## src/rtl/multiword_add_seq.sv

```systemverilog
// multiword_add_seq: word-serial multi-precision add/subtract sequencer
// wrapped around an external combinational 16-bit adder (ADDERFDS).
// Operands arrive LSW first; the carry between words is held locally.
// Each result word leaves through a single registered output stage.
module multiword_add_seq #(
  parameter int WORDS = 4
) (
  input  logic        clk,
  input  logic        rst_n,
  // operand stream
  input  logic        in_valid,
  output logic        in_ready,
  input  logic [15:0] in_a,
  input  logic [15:0] in_b,
  input  logic        in_sub,
  input  logic        in_last,
  // adder drive / return
  output logic [15:0] add_a,
  output logic [15:0] add_b,
  output logic        add_cin,
  input  logic [15:0] add_sum,
  input  logic        add_cout,
  // result stream
  output logic        out_valid,
  input  logic        out_ready,
  output logic [15:0] out_sum,
  output logic        out_last,
  output logic        out_cout,
  output logic        out_ovf,
  output logic        out_err
);

  localparam int CW = $clog2(WORDS) + 1;
  localparam logic [CW-1:0] LAST_IDX = CW'(WORDS - 1);

  typedef enum logic {FIRST, MID} state_t;

  state_t          state_q, state_d;
  logic            carry_q, carry_d;
  logic            sub_q, sub_d;
  logic [CW-1:0]   cnt_q, cnt_d;

  logic            out_valid_q, out_valid_d;
  logic [15:0]     out_sum_q, out_sum_d;
  logic            out_last_q, out_last_d;
  logic            out_cout_q, out_cout_d;
  logic            out_ovf_q, out_ovf_d;
  logic            out_err_q, out_err_d;

  logic            eff_sub;
  logic            accept;
  logic            is_last;

  assign out_valid = out_valid_q;
  assign out_sum   = out_sum_q;
  assign out_last  = out_last_q;
  assign out_cout  = out_cout_q;
  assign out_ovf   = out_ovf_q;
  assign out_err   = out_err_q;

  // Adder drive and handshake: operation comes from in_sub on a packet's
  // first word and from the latched sub_q afterwards; subtraction is
  // A + ~B + 1 with the +1 entering as the first word's carry-in.
  always_comb begin
    eff_sub  = (state_q == FIRST) ? in_sub : sub_q;
    add_a    = in_a;
    add_b    = eff_sub ? ~in_b : in_b;
    add_cin  = (state_q == FIRST) ? in_sub : carry_q;
    in_ready = ~out_valid_q | out_ready;
    accept   = in_valid & in_ready;
    // A packet also ends when WORDS words arrive without in_last.
    is_last  = in_last | (cnt_q == LAST_IDX);
  end

  // Next-state: hold everything by default, drop valid on consume,
  // and load a fresh result (possibly in the same cycle) on accept.
  always_comb begin
    state_d     = state_q;
    carry_d     = carry_q;
    sub_d       = sub_q;
    cnt_d       = cnt_q;
    out_valid_d = out_valid_q;
    out_sum_d   = out_sum_q;
    out_last_d  = out_last_q;
    out_cout_d  = out_cout_q;
    out_ovf_d   = out_ovf_q;
    out_err_d   = out_err_q;

    if (out_valid_q && out_ready) out_valid_d = 1'b0;

    if (accept) begin
      out_valid_d = 1'b1;
      out_sum_d   = add_sum;
      carry_d     = add_cout;
      if (state_q == FIRST) sub_d = in_sub;
      if (is_last) begin
        out_last_d = 1'b1;
        out_cout_d = add_cout;
        // Signed overflow on the top word: like-signed operands (after
        // B inversion) producing a result of the other sign.
        out_ovf_d  = (add_a[15] == add_b[15]) && (add_sum[15] != add_a[15]);
        out_err_d  = ~in_last;
        state_d    = FIRST;
        cnt_d      = '0;
      end else begin
        out_last_d = 1'b0;
        out_cout_d = 1'b0;
        out_ovf_d  = 1'b0;
        out_err_d  = 1'b0;
        state_d    = MID;
        cnt_d      = cnt_q + 1'b1;
      end
    end
  end

  // State, carry chain and output stage registers.
  always_ff @(posedge clk or negedge rst_n) begin
    if (!rst_n) begin
      state_q     <= FIRST;
      carry_q     <= 1'b0;
      sub_q       <= 1'b0;
      cnt_q       <= '0;
      out_valid_q <= 1'b0;
      out_sum_q   <= '0;
      out_last_q  <= 1'b0;
      out_cout_q  <= 1'b0;
      out_ovf_q   <= 1'b0;
      out_err_q   <= 1'b0;
    end else begin
      state_q     <= state_d;
      carry_q     <= carry_d;
      sub_q       <= sub_d;
      cnt_q       <= cnt_d;
      out_valid_q <= out_valid_d;
      out_sum_q   <= out_sum_d;
      out_last_q  <= out_last_d;
      out_cout_q  <= out_cout_d;
      out_ovf_q   <= out_ovf_d;
      out_err_q   <= out_err_d;
    end
  end

endmodule

```

## config.mk

```make
export PLATFORM = sky130hd
export DESIGN_NAME = multiword_add_seq
export DESIGN_NICKNAME = d
export VERILOG_FILES = /design/src/rtl/multiword_add_seq.sv
export SDC_FILE = /design/constraint.sdc
export NUM_CORES = 1
export LEC_CHECK = 0
export ABC_AREA = 1
export CORE_MARGIN = 1
export CORE_UTILIZATION = 59
export CTS_CLUSTER_DIAMETER = 80
export CTS_CLUSTER_SIZE = 10
export DETAILED_ROUTE_END_ITERATION = 12
export DONT_BUFFER_PORTS = 1
export GPL_ROUTABILITY_DRIVEN = 1
export PLACE_DENSITY = 0.74
export SLEW_MARGIN = 20
export SYNTH_ARGS = -nofsm -noshare
export SYNTH_HDL_FRONTEND = slang
export SYNTH_SLANG_ARGS = --single-unit
```

## constraint.sdc

```tcl
create_clock -name clk -period 1.6 [get_ports clk]
set_input_delay 0.32 -clock clk [delete_from_list [all_inputs] [get_ports clk]]
set_output_delay 0.32 -clock clk [all_outputs]
set_load 0.05 [all_outputs]
```

[Yosys cells after proc, flatten, opt, wreduce, memory -nomap -nowiden]
Index checks and enable logic that the tools add are counted.
Widths: inputs -> output; s select.
Word-level totals
  register bits after elaboration: 27
  latch bits: 0
  RAM bits: 0
  memory bits (read-only): 0
  input bits: 55
  memories: 0
Operators by class
  $add $sub $neg: 1
  multipliers: 0
  divide/modulo/power cells: 0
  order comparisons: 0
  eq/ne operators: 3
  shift-type cells: 0
  mux-type cells: 11
  bitwise gates (word level): 6
  reductions and logical operators: 3
Operators with widths (number)
  $mux 16: 1
  $not 16->16: 1
  $mux 1: 9
  $add 3x1->3 const B: 1
  $eq 3x2->1 const B: 1
  $mux 3: 1
  $logic_and 1x1->1: 2
  $not 1->1: 2
  $or 1x1->1: 2
  $reduce_bool 2->1: 1
  $and 1x1->1: 1
  $eq 1x1->1: 1
  $ne 1x1->1: 1

[Logic depth before layout (Yosys ltp)]
  depth in word-level cells: 5
  depth in mapped cells: 8

[Worst setup path before layout]
Ideal clock, no wire load.
  kind: register to output
  start: register state_q
  end: output port add_b[10]
  arrival time: 1.548 ns
  data required time: 1.280 ns
  slack: -0.268 ns
  stages on the path, launching flop included: 6
  cells stage by stage: dfrtp_1 inv_2 nand2_4 nand2_4 buf_12 xor2_1
Between the ends
  longest elaborated chain between the ends: 2
RTL lines
  start, declared: RTL line 38  | state_t state_q, state_d;
  start signal, assigned: RTL line 130  | state_q <= state_d;
  $mux 1
  $mux 16: RTL line 67  | add_b = eff_sub ? ~in_b : in_b;
  end, declared: RTL line 19  | output logic [15:0] add_b,
Every way passes these cells.

[Worst setup path in the final report]
  start: register state_q
  end: output port add_b[0]
The elaborated chain is that of the path after synthesis.

==> run summary <==
Run status: finished, violations left
Failing checks: setup timing
Post-synthesis simple-gate area fraction: 22.6%
Final setup TNS: -2.80 ns
Reg2Reg Capture Point: cnt_q[0]$_DFFE_PN0P_
Syn avg cell area: 8.93 um^2
Switching power of the nets: 1.22 mW
Post-route clock period utilization: 115%
Fraction of layout instances using a drive strength above 1: 24.9%
Class of the tightest hold or removal check: in2reg
Wire length after detailed routing: 3060 um
Flip-flop and latch count after synthesis: 27
Number of instances on the worst hold path: 2
Area of combinational cells with multiple inputs: 634 um^2
Count of different cell masters after synthesis: 22
Maximum fanout count along the critical path: 8
Logic depth of the worst register-to-register path: 5
Worst Hold Endpoint: out_sum[7]$_DFFE_PN0P_
Max Clock Freq: 544 MHz
Share of power burned in the clock network: 11.6%
First DRT Iteration DRCs: 10
Maximum clock insertion buffer count: 2
Maximum cell stage delay along the critical path: 0.44 ns
Final #Nets: 227
Via count of the first global-routing pass: 1076
Quantity of I/O buffers inserted on ports: 0
Die extent in y: 51.1 um
Aggregate global routing overflow: 0
Finish-stage setup viols: 17
TritonCTS Sinks: 27
Clock transition time at the flip-flop clock pins of the worst setup and hold paths: 0.14 ns
Cell type with the highest occurrence count on the critical path: sky130_fd_sc_hd__nand2_8
Inst Count DP: 186
Design internal power: 1.23 mW
First-pass GRT wire length: 4460 um
Sequential fraction of design power: 44.7%
Die ar.: 0.00261 mm^2
XOR/XNOR Fraction of Synth Area: 9.78%
Depth of the CTS H-tree: 1
Launch instance of the worst min-delay path: add_sum[7]
Reg area: 676 um^2
Power density of the placed cells: 1490 mW/mm^2
Combinational group share of total power: 43.7%
DR vias/cell: 5.38
Detailed Routing Iterations Pass 1: 4
Final HPWL DP: 2210 um
Proportion of synthesized area in mux cells: 0.705%
Worst relative slew slack: 66.2%
Area growth syn-to-layout: 15.5%
TritonCTS clock tree: done
CP Launch Type: flip-flop
Leak Pwr: 0.860 nW
Fin cells: 197
Diodes inserted: 0
Worst setup path category: reg2out
Post-route antenna net violation count: 0
Core region area: 0.00223 mm^2
Combinational family with the most area after synthesis: simple AND/OR/NAND/NOR gates
Die outline width: 51.1 um
Count of vias placed by the detailed router: 1059
Post-synthesis instance total: 159
Worst reg2reg startpoint: cnt_q[0]$_DFFE_PN0P_
Max-capacitance violation count: 0
Critical Path, Cell by Cell: inv_2 -> nand2_8 -> nand2_8 -> xor2_1 -> buf_4
Final weighted congestion of routability-driven global placement: 0.689
CTS Buf Count: 3
Setup skew after layout: 0.00351 ns
Synthesized net count: 216
Minimum period implied by the final worst setup slack: 1.84 ns
Fraction of power spent switching nets: 49.9%
Per-cell routed wire length: 15.6 um
Setup slack of the most critical reg-to-reg path: 0.12 ns
WP data arrival: 1.52 ns
Count of standard-cell rows: 17
Crit path max-delay cell type: sky130_fd_sc_hd__dfrtp_1
Post-synthesis instance area: 0.00142 mm^2
Pin count of the biggest net entering global routing: 28
Pin slew with the least headroom to its limit: 0.507 ns
IR Drop Worst-Case VDD: 1.01 mV
Fraction of the mapped netlist area in compound gates: 3.52%
Remaining design rule violation count: 0
Post-Synth Adder-Cell Area: 1.76%
Crit. End Element: primary output
Sequential cell area fraction in the yosys report: 47.6%
Final hold violation count: 0
Layout filler cell count: 167
Clock root cell: sky130_fd_sc_hd__clkbuf_4
Count of warnings emitted by yosys: 0
Initial cell density of the core: 63.6%
Antenna violations before repair: 0
Setup Slack @ Placement: 0.0923 ns
Setup slack after layout: -0.238 ns
Final max-slew violation count: 0
Source-to-sink clock delay at the later pin of the worst-skew pair: 0.32 ns
Setup repair after global routing missed its margin: true
Global Route Usage Sum: 23.8%
Top-Level Pins: 110
Data required time at the worst endpoint: 1.28 ns
## cell usage after synthesis
cell type / count / area, um^2
sky130_fd_sc_hd__buf_12: 1 / 20.0
sky130_fd_sc_hd__o21a_1: 1 / 7.51
sky130_fd_sc_hd__nand2_2: 2 / 12.5
sky130_fd_sc_hd__inv_2: 2 / 7.51
sky130_fd_sc_hd__o21ai_0: 4 / 20.0
sky130_fd_sc_hd__nand3_1: 4 / 20.0
sky130_fd_sc_hd__nand2_1: 61 / 229
sky130_fd_sc_hd__nand3b_1: 1 / 7.51
sky130_fd_sc_hd__dfrtp_1: 27 / 676
sky130_fd_sc_hd__buf_4: 17 / 128
sky130_fd_sc_hd__inv_1: 6 / 22.5
sky130_fd_sc_hd__mux2i_1: 1 / 10.0
sky130_fd_sc_hd__ha_1: 2 / 25.0
sky130_fd_sc_hd__xor2_1: 14 / 123
sky130_fd_sc_hd__nor2_1: 5 / 18.8
sky130_fd_sc_hd__buf_6: 1 / 11.3
sky130_fd_sc_hd__buf_2: 2 / 10.0
sky130_fd_sc_hd__o21ai_1: 2 / 10.0
sky130_fd_sc_hd__o22ai_1: 1 / 6.26
sky130_fd_sc_hd__xor2_2: 1 / 16.3
sky130_fd_sc_hd__a31oi_1: 1 / 6.26
sky130_fd_sc_hd__nand2_4: 3 / 33.8
## layout by cell type, fill, tap and decap left out
| master | count |
|---|---|
| sky130_fd_sc_hd__nand2_1 | 59 |
| sky130_fd_sc_hd__dfrtp_1 | 27 |
| sky130_fd_sc_hd__buf_4 | 18 |
| sky130_fd_sc_hd__xor2_1 | 12 |
| sky130_fd_sc_hd__inv_1 | 6 |
| sky130_fd_sc_hd__nor2_1 | 5 |
| sky130_fd_sc_hd__nand3_1 | 4 |
| sky130_fd_sc_hd__nand2_8 | 3 |
| sky130_fd_sc_hd__nand2_4 | 3 |
| sky130_fd_sc_hd__nand2_2 | 3 |
| sky130_fd_sc_hd__o21ai_0 | 3 |
| sky130_fd_sc_hd__clkbuf_4 | 3 |
| sky130_fd_sc_hd__buf_12 | 3 |
| sky130_fd_sc_hd__buf_6 | 3 |
| sky130_fd_sc_hd__inv_2 | 2 |
| sky130_fd_sc_hd__xor2_2 | 2 |
| sky130_fd_sc_hd__o21ai_1 | 2 |
| sky130_fd_sc_hd__ha_1 | 2 |
| sky130_fd_sc_hd__xor2_4 | 1 |
| sky130_fd_sc_hd__o21ai_2 | 1 |
| sky130_fd_sc_hd__a31oi_1 | 1 |
| sky130_fd_sc_hd__o22ai_1 | 1 |
| sky130_fd_sc_hd__o21a_1 | 1 |
| sky130_fd_sc_hd__nand3b_1 | 1 |
| sky130_fd_sc_hd__mux2i_1 | 1 |
| sky130_fd_sc_hd__clkbuf_1 | 1 |
| sky130_fd_sc_hd__dlygate4sd3_1 | 1 |
## power groups by stage
stage,sequential [mW],clock [mW],combinational [mW]
after floorplan,1.09,0,0.808
after global placement,1.10,0,0.916
after detailed placement,1.10,0,0.944
after CTS,1.09,0.290,1.05
after global routing,1.10,0.312,1.12
final,1.09,0.284,1.07
## flip-flops by register name, summed over array words and instances (netlist names)
signal     cells
carry_q        1
cnt_q          3
out_cout       1
out_err        1
out_last       1
out_ovf        1
out_sum       16
out_valid      1
state_q        1
sub_q          1
## how the worst max path moves through the flow
stage	startpoint	to	slack (ns)	depth (start not counted)
floorplan	state_q$_DFFE_PN0P_	add_b[10]	-0.27	5
global placement	state_q$_DFFE_PN0P_	add_b[12]	0.17	5
detailed placement	state_q$_DFFE_PN0P_	add_b[9]	0.09	5
CTS	state_q$_DFFE_PN0P_	add_b[2]	-0.19	5
global route	state_q$_DFFE_PN0P_	add_b[0]	-0.29	5
finish	state_q$_DFFE_PN0P_	add_b[0]	-0.24	5
## cell type report
class / count / area share, %
flip-flops and latches: 27 / 41.2
multi-input cells: 105 / 38.7
repair buffers: 25 / 14.6
well taps: 28 / 2.14
inverters: 8 / 1.83
clock buffers: 4 / 1.60
## repair_timing
action                                  in CTS  in global routing
pin swaps                                   18                  2
endpoints found under the hold margin       27                  0
endpoints found under the setup margin      16                 17
setup buffers                                3                  0
hold buffers                                 2                  0
resized for setup                            9                  4
cloned                                       2                  0
## routing by layer
layer  wire, um  GRT usage (%)
met1        993           21.5
met2       1710           47.8
met3        228           3.27
met4        132           15.3
met5          0              0
## through the flow
step,utilization [%],power [mW],hold WS (ns),area (um^2)
final,73.4,2.45,0.0991,1640
after global routing,73.4,2.54,0.0866,1640
after CTS,72.4,2.43,0.0922,1620
after detailed placement,65.4,2.05,0.0248,1460
after global placement,65.4,2.02,0.0248,1460
after floorplan,-,1.90,0.0244,1420
## cells by family (layout without fill, tap and decap cells)
kind of cell,after synthesis,after routing
AOI/OAI and AO/OA,9,9
xor gates and xnor gates,15,15
adders and majority gates,2,2
buffers and inverters,29,37
DFF,27,27
muxes,1,1
and+or+nand+nor,76,78
## worst max-delay path: cells and delay by family (launching register included)
kind | cells | cell delay, ns
DFF | 1 | 0.44
buffers and inverters | 2 | 0.34
and+or+nand+nor | 2 | 0.23
xor gates and xnor gates | 1 | 0.18
(Power assumes the default switching activity.)
